==> src/rtl/rob.sv <==
// Reorder buffer: in-order retirement of out-of-order ALU results.
// Circular buffer of RobLength+1 entries, one commit per cycle, and a full
// flush with redirect when a committing branch was mispredicted.
// Optional feature: define ROB_BYPASS_EN to let an ALU result for the head
// entry commit directly in the same cycle instead of first setting done.
module rob #(
  parameter int RobLength     = 7,
  parameter int PointerLength = 2
) (
  input  logic        clk,
  input  logic        rst,
  input  logic        is_empty_from_dc,
  input  logic [31:0] pc_from_dc,
  input  logic [4:0]  rd_from_dc,
  input  logic        is_branch_from_dc,
  input  logic [31:0] predicted_pc_from_dc,
  input  logic        is_empty_from_alu,
  input  logic [31:0] pc_from_alu,
  input  logic [31:0] data_from_alu,
  input  logic [31:0] target_pc_from_alu,
  output logic        is_ready_to_iq,
  output logic        is_commit_to_rs,
  output logic [31:0] commit_pc_to_rs,
  output logic [31:0] commit_data_to_rs,
  output logic [4:0]  commit_rd_to_rf,
  output logic        is_exception_to_rs,
  output logic [31:0] redirect_pc_to_if
);

  localparam int unsigned Depth = RobLength + 1;
  localparam int          PtrW  = PointerLength + 1;
  localparam int          CntW  = PointerLength + 2;
  localparam logic [PtrW-1:0] LastPtr  = PtrW'(RobLength);
  localparam logic [CntW-1:0] DepthCnt = CntW'(Depth);
  localparam logic [CntW-1:0] ReadyMax = CntW'(RobLength - 2);

  // Entry storage
  logic        busy_q [Depth];
  logic        done_q [Depth];
  logic        br_q   [Depth];
  logic [31:0] pc_q   [Depth];
  logic [4:0]  rd_q   [Depth];
  logic [31:0] pred_q [Depth];
  logic [31:0] data_q [Depth];
  logic [31:0] tgt_q  [Depth];

  logic [PtrW-1:0] head_q, head_d, tail_q, tail_d;
  logic [CntW-1:0] count_q, count_d;

  // Registered outputs
  logic        ready_q, commit_q, exc_q;
  logic [31:0] cpc_q, cdata_q, redir_q;
  logic [4:0]  crd_q;

  // Per-cycle control
  logic            alloc_en, wb_hit, wb_en, head_ready, bypass_hit;
  logic            commit_en, flush;
  logic [PtrW-1:0] wb_idx;
  logic [31:0]     cm_data, cm_tgt;

  function automatic logic [PtrW-1:0] ptr_inc(input logic [PtrW-1:0] p);
    return (p == LastPtr) ? '0 : p + PtrW'(1);
  endfunction

  // Decide allocation, writeback target, commit and flush for this cycle
  always_comb begin
    alloc_en = !exc_q && !is_empty_from_dc && (count_q < DepthCnt);

    wb_hit = 1'b0;
    wb_idx = '0;
    for (int unsigned i = 0; i < Depth; i++) begin
      if (!wb_hit && busy_q[i] && !done_q[i] && (pc_q[i] == pc_from_alu)) begin
        wb_hit = 1'b1;
        wb_idx = PtrW'(i);
      end
    end
    wb_en = !exc_q && !is_empty_from_alu && wb_hit;

    head_ready = busy_q[head_q] && done_q[head_q];
`ifdef ROB_BYPASS_EN
    bypass_hit = wb_en && (wb_idx == head_q);
`else
    bypass_hit = 1'b0;
`endif
    commit_en = head_ready || bypass_hit;
    cm_data   = head_ready ? data_q[head_q] : data_from_alu;
    cm_tgt    = head_ready ? tgt_q[head_q]  : target_pc_from_alu;
    flush     = commit_en && br_q[head_q] && (cm_tgt != pred_q[head_q]);

    head_d  = commit_en ? ptr_inc(head_q) : head_q;
    tail_d  = alloc_en  ? ptr_inc(tail_q) : tail_q;
    count_d = count_q;
    if (alloc_en && !commit_en)      count_d = count_q + CntW'(1);
    else if (!alloc_en && commit_en) count_d = count_q - CntW'(1);

    if (flush) begin
      head_d  = '0;
      tail_d  = '0;
      count_d = '0;
    end
  end

  // Entry array: clear on reset/flush; otherwise allocate, write back, retire
  always_ff @(posedge clk) begin
    if (!rst || flush) begin
      for (int unsigned i = 0; i < Depth; i++) begin
        busy_q[i] <= 1'b0;
        done_q[i] <= 1'b0;
        br_q[i]   <= 1'b0;
        pc_q[i]   <= '0;
        rd_q[i]   <= '0;
        pred_q[i] <= '0;
        data_q[i] <= '0;
        tgt_q[i]  <= '0;
      end
    end else begin
      if (alloc_en) begin
        busy_q[tail_q] <= 1'b1;
        done_q[tail_q] <= 1'b0;
        br_q[tail_q]   <= is_branch_from_dc;
        pc_q[tail_q]   <= pc_from_dc;
        rd_q[tail_q]   <= rd_from_dc;
        pred_q[tail_q] <= predicted_pc_from_dc;
      end
      if (wb_en) begin
        done_q[wb_idx] <= 1'b1;
        data_q[wb_idx] <= data_from_alu;
        tgt_q[wb_idx]  <= target_pc_from_alu;
      end
      // Retire clears last so a bypassed head writeback does not linger
      if (commit_en) begin
        busy_q[head_q] <= 1'b0;
        done_q[head_q] <= 1'b0;
      end
    end
  end

  // Pointers, occupancy and registered outputs
  always_ff @(posedge clk) begin
    if (!rst) begin
      head_q   <= '0;
      tail_q   <= '0;
      count_q  <= '0;
      ready_q  <= 1'b0;
      commit_q <= 1'b0;
      exc_q    <= 1'b0;
      cpc_q    <= '0;
      cdata_q  <= '0;
      crd_q    <= '0;
      redir_q  <= '0;
    end else begin
      head_q   <= head_d;
      tail_q   <= tail_d;
      count_q  <= count_d;
      ready_q  <= (count_d <= ReadyMax);
      commit_q <= commit_en;
      exc_q    <= flush;
      if (commit_en) begin
        cpc_q   <= pc_q[head_q];
        cdata_q <= cm_data;
        crd_q   <= rd_q[head_q];
      end
      if (flush) redir_q <= cm_tgt;
    end
  end

  assign is_ready_to_iq     = ready_q;
  assign is_commit_to_rs    = commit_q;
  assign commit_pc_to_rs    = cpc_q;
  assign commit_data_to_rs  = cdata_q;
  assign commit_rd_to_rf    = crd_q;
  assign is_exception_to_rs = exc_q;
  assign redirect_pc_to_if  = redir_q;

endmodule

==> config.mk <==
export PLATFORM = sky130hd
export DESIGN_NAME = rob
export DESIGN_NICKNAME = d
export VERILOG_FILES = /design/src/rtl/rob.sv
export SDC_FILE = /design/constraint.sdc
export NUM_CORES = 2
export LEC_CHECK = 0
export ABC_AREA = 0
export BUFFER_PORTS_ARGS = -buffer_cell sky130_fd_sc_hd__buf_2
export CORE_ASPECT_RATIO = 1.2
export CORE_MARGIN = 3
export CORE_UTILIZATION = 45
export DETAILED_ROUTE_END_ITERATION = 10
export SLEW_MARGIN = 20
export SYNTH_ARGS = -nofsm -noshare
export SYNTH_HDL_FRONTEND = slang
export SYNTH_SLANG_ARGS = --single-unit
==> constraint.sdc <==
create_clock -name clk -period 5.9 [get_ports clk]
set_input_delay 0 -clock clk [delete_from_list [all_inputs] [get_ports clk]]
set_output_delay 0 -clock clk [all_outputs]
set_load 0.02 [all_outputs]
After elaboration in Yosys (flattened, before gate mapping)
Memories as Yosys holds them, arrays and structs flattened. A register that Yosys moved wholly into a read port is not among the register bits.
Index checks and enable logic that the tools add are counted.
{"block": "totals", "memories": 8, "output_inout_bits": 104, "ramBits": 1088, "regBits": 45}
{"memory": "data_q", "words": 8, "word_bits": 32, "rd": 1, "rd_clocked_by_memory_dff": 1, "wr": 8, "line_no": "44", "rtl": "logic [31:0] data_q [Depth];"}
{"memory": "pc_q", "words": 8, "word_bits": 32, "rd": 9, "rd_clocked_by_memory_dff": 1, "wr": 8, "line_no": "41", "rtl": "logic [31:0] pc_q [Depth];"}
{"memory": "pred_q", "words": 8, "word_bits": 32, "rd": 1, "rd_clocked_by_memory_dff": 1, "wr": 8, "line_no": "43", "rtl": "logic [31:0] pred_q [Depth];"}
{"memory": "tgt_q", "words": 8, "word_bits": 32, "rd": 1, "rd_clocked_by_memory_dff": 1, "wr": 8, "line_no": "45", "rtl": "logic [31:0] tgt_q [Depth];"}
{"memory": "rd_q", "words": 8, "word_bits": 5, "rd": 1, "rd_clocked_by_memory_dff": 1, "wr": 8, "line_no": "42", "rtl": "logic [4:0] rd_q [Depth];"}
{"memory": "br_q", "words": 8, "word_bits": 1, "rd": 1, "rd_clocked_by_memory_dff": 1, "wr": 8, "line_no": "40", "rtl": "logic br_q [Depth];"}
{"memory": "2 more memories"}
{"block": "op_classes", "eq_ne": 11, "addsub": 4, "n_bitwise": 1, "n_reduce_logical": 69, "mux": 75, "n_lt_le_gt_ge": 2}
{"operator": "== test 32 bit", "n": 8}
{"operator": "2-to-1 mux 32 bit", "n": 5}
{"operator": "OR reduction 32 bit", "n": 4}
{"operator": "2-to-1 mux 3 bit", "n": 29}
{"operator": "2-to-1 mux 1 bit", "n": 37}
{"operator": "logical AND 1 bit", "n": 32}
{"operator": "inequality test 32 bit", "n": 1}
{"operator": "logical NOT 1 bit", "n": 24}
{"operator": "2-to-1 mux 4 bit", "n": 3}
{"operator": "adder 3 x 1 -> 3 bit, second input constant", "n": 2}
{"operator": "== test 3 bit, second input constant", "n": 2}
{"operator": "OR reduction 1 bit", "n": 6}
{"operator": "2-to-1 mux 5 bit", "n": 1}
{"operator": "OR reduction 5 bit", "n": 1}
{"operator": "adder 4 x 1 -> 4 bit, second input constant", "n": 1}
{"operator": "less-or-equal comparator 4 x 3 -> 1 bit, second input constant", "n": 1}
{"operator": "< comparator 4 bit, second input constant", "n": 1}
{"operator": "subtractor 4 x 1 -> 4 bit, second input constant", "n": 1}
{"operator": "OR reduction 2 bit", "n": 1}
{"operator": "logical OR 1 bit", "n": 1}
{"operator": "inverter 1 bit", "n": 1}

Logic depth before layout (Yosys ltp)
An unclocked memory read counts as a cell.
{"block": "logic_depth", "word_depth": 46, "mapped_depth": 18, "depth_no_buf": 10}

Worst setup path after synthesis
Ideal clock, no wire load.
{"block": "synth_path", "path_type": "reg-to-reg", "from": "reg with a tool-made name", "to": "mem br_q[3], enable pin", "path_stages_with_launch": 15, "setup_time_ps": 907, "t_required_ps": 4993, "slack_ps": 424, "arrival_time_ps": 4569, "path_cell_list": "dfxtp_1 > buf_6 > buf_6 > buf_6 > buf_6 > mux4_2 > nand2_1 > nand2_1 > and3_1 > or4b_1 > nor4_2 > nand4_1 > nand2_1 > clkbuf_1 > nand3_1"}
{"item": "end, declared", "line_no": "40"}

==> impl_metrics.env <==
export IMPL_slew_viol_final=0
export IMPL_instances_no_fill=6239
export IMPL_synth_top_cells_by_count="1072 x edfxtp_1, 470 x nor2_1, 421 x nor3_1, 300 x nor3_2, 259 x clkbuf_1"
export IMPL_die_x_um=328.4
export IMPL_layout_drive_gt1_share=0.2277
export IMPL_start_util=0.4546
export IMPL_ys_async_sr_fraction=0
export IMPL_num_rows=141
export IMPL_dp_hpwl_mm=110.4
export IMPL_worst_pin_slew_ns=1.169
export IMPL_synthCells=4254
export IMPL_hold_slack_ns=0.1288
export IMPL_status="finished clean"
export IMPL_cts_tree="done"
export IMPL_grt_overflow_total=0
export IMPL_fillers=10651
export IMPL_switching_share=0.2312
export IMPL_yosys_warnings=0
export IMPL_grt_pass1_vias=38145
export IMPL_crit_required_ns=6.29
export IMPL_top_layer="met5"
export IMPL_p_int_uw=14610
export IMPL_min_from="pc_from_alu[17]"
export IMPL_utilization=0.5233
export IMPL_dp_cells=5869
export IMPL_postSynthAreaPerCell_um2=13.20
export IMPL_max_freq_mhz=194.7
export IMPL_p_clk_frac=0.421
export IMPL_grt_max_degree=218
export IMPL_clk_latency_ns=0.75
export IMPL_worstHoldPathType="input port to flip-flop"
export IMPL_synthFlopType="edfxtp_1"
export IMPL_combPwrFrac=0.068
export IMPL_power_uw=19000
export IMPL_dieArea_um2=129000
export IMPL_fin_crit_ns=5.135
export IMPL_gp_congestion=0.9736
export IMPL_area_delta_synth_final_pct=15.12
export IMPL_yosysSeqAreaShare=0.6208
export IMPL_cts_resized=0
export IMPL_drtIter0Drc=4194
export IMPL_vias=38855
export IMPL_numCtsBuffers=121
export IMPL_p_switching_uw=4393
export IMPL_critPathCaptureType="flip-flop"
export IMPL_wl_met1_mm=75.61
export IMPL_period_share=0.8703
export IMPL_peakVddDrop_v=0.0002485
export IMPL_postRouteAntennaNets=0
export IMPL_synth_top_area_share=0.5734
export IMPL_clk_transition_reported_paths_ns=0.06
export IMPL_maxSlewHeadroom=0.2209
export IMPL_root_buffer="clkbuf_16"
export IMPL_synth_edff_count=1072
export IMPL_htree_levels=3
export IMPL_finalHoldViolCount=0
export IMPL_route_met3_wl_mm=14.49
export IMPL_cts_sinks=1205
export IMPL_cp_data_arrival_time_ns=5.53
export IMPL_port_buffers=273
export IMPL_viasPerCell=6.228
export IMPL_critPathMaxFanout=70
export IMPL_syn_area_um2=56140
export IMPL_path_class="flip-flop to flip-flop"
export IMPL_rsz0062_at_grt="no"
export IMPL_synth_top_area_cell="edfxtp_1"
export IMPL_synth_nets=4430
export IMPL_wl_per_cell_um=30.20
export IMPL_clockBufferDepth=3
export IMPL_setup_tns_ns=0
export IMPL_synth_distinct_cells=64
export IMPL_setup_viol=0
export IMPL_p_per_area_nw_per_um2=294.0
export IMPL_ys_ff_latch=1205
export IMPL_p_leak_uw=0.02159
export IMPL_maxCapViolCount=0
export IMPL_final_nets=4662
export IMPL_wl_met2_mm=89.02
export IMPL_die_h_um=392.9
export IMPL_synth_top_cells_by_area="edfxtp_1 57%, nor3_2 5.3%, mux4_2 5.1%"
export IMPL_seq_power_share=0.512
export IMPL_grt_pass1_wl_mm=271.4
export IMPL_core_area_um2=123500
export IMPL_synth_most_common_cell="edfxtp_1"
export IMPL_antenna_found_initial=9
export IMPL_grt_use_total=0.2879
export IMPL_critPathLaunchType="flip-flop"
export IMPL_first_pass_iters=6
export IMPL_drcViolationCount=0
export IMPL_io_pins=274
export IMPL_finClkSkew_ns=0.03468
export IMPL_wl_mm=188.4
[routing by layer]
metal / vias up / track usage
met5: - / 0
met4: 6 / 0.1308
met3: 375 / 0.04044
met2: 1892 / 0.4634
met1: 19846 / 0.3892
li1: 16736 / -
[registers in the layout (all words and copies together) (netlist names), 3 cells and up, named ones only]
signal	flops
br_q	8
busy_q	8
commit_data_to_rs	32
commit_pc_to_rs	32
commit_rd_to_rf	5
count_q	4
data_q	256
done_q	8
head_q	3
pc_q	256
pred_q	256
rd_q	40
redirect_pc_to_if	32
tail_q	3
tgt_q	256
[power by group through the flow]
stage / registers (uW) / clock network (uW) / logic [uW]
floorplan: 9880 / 0 / 648
global placement: 9880 / 0 / 1210
detailed placement: 9900 / 0 / 1210
CTS: 9720 / 8060 / 1290
global route: 9740 / 8380 / 1340
finish: 9720 / 7990 / 1290
[worst max-delay path: stages (launching register included)]
cell,delay (ns)
dfxtp_4,0.49
nand3b_1,0.27
a22oi_2,0.23
a31o_2,0.49
buf_4,0.45
o2111ai_1,0.25
and3_1,0.21
or4b_1,0.59
nor4_2,0.36
nand4_1,0.25
nand2_2,0.43
buf_4,0.27
nand3_4,0.09
buf_12,0.29
[stage by stage]
step	setup slack, ns	cell area (um2)
after global placement	0.9647	59150
after global routing	0.6105	64620
after detailed placement	0.9304	59150
after CTS	0.8852	64580
after floorplan	0.4240	56140
final	0.7650	64630
[final cells by class]
type | count | area (um2) | share of cell area
sequential | 1205 | 34860 | 0.5395
multi-input combinational | 2647 | 19690 | 0.3047
timing repair buffer | 504 | 3911 | 0.06052
clock buffer | 161 | 3312 | 0.05125
tap | 1644 | 2057 | 0.03183
clock inverter | 66 | 750.7 | 0.01162
inverter | 7 | 28.78 | 0.0004453
antenna | 5 | 12.51 | 0.0001936
[path summary, 6_finish.rpt]
kind,endpoint,slack (ns),cells past startpoint
min reg2reg,redirect_pc_to_if[12],0.45,2
max reg2reg,pc_q[7][10],0.76,13
min,done_q[6],0.13,5
max,pc_q[7][10],0.76,13
[logic make-up after synthesis]
kind of cell	synth area share
compound gates	0.06853
simple gates	0.1701
fa+ha+maj	0.001516
mux	0.06352
buf+inv	0.03508
xor+xnor	0.04041
flops	0.6208
[cells in the final DEF (no fill, tap or decap), types with 16 or more instances in the layout]
master            n
nor2_1          467
nor3_2          302
clkbuf_16       124
a21oi_1          37
nor4_1           41
mux2i_1          57
a21o_1           34
a22o_1          138
buf_12           35
clkbuf_1         30
nand3_4          18
nand2b_1         29
edfxtp_1       1072
nand2_1         243
nand4_1          72
a221oi_1        139
buf_2           272
clkinv_2         26
buf_4            58
xor2_1          141
and3_1           20
a311oi_1         70
dfxtp_1         130
nor3_1          419
mux4_2          128
dlygate4sd3_1   137
bufinv_16        16
nand3_1          53
xnor2_1         118
[what timing repair did]
item / 4_1_cts / 5_1_grt
buffers inserted: 0 / 0
hold buffers: 137 / 0
hold endpoints to repair: 1111 / 0
(Power assumes the default switching activity.)
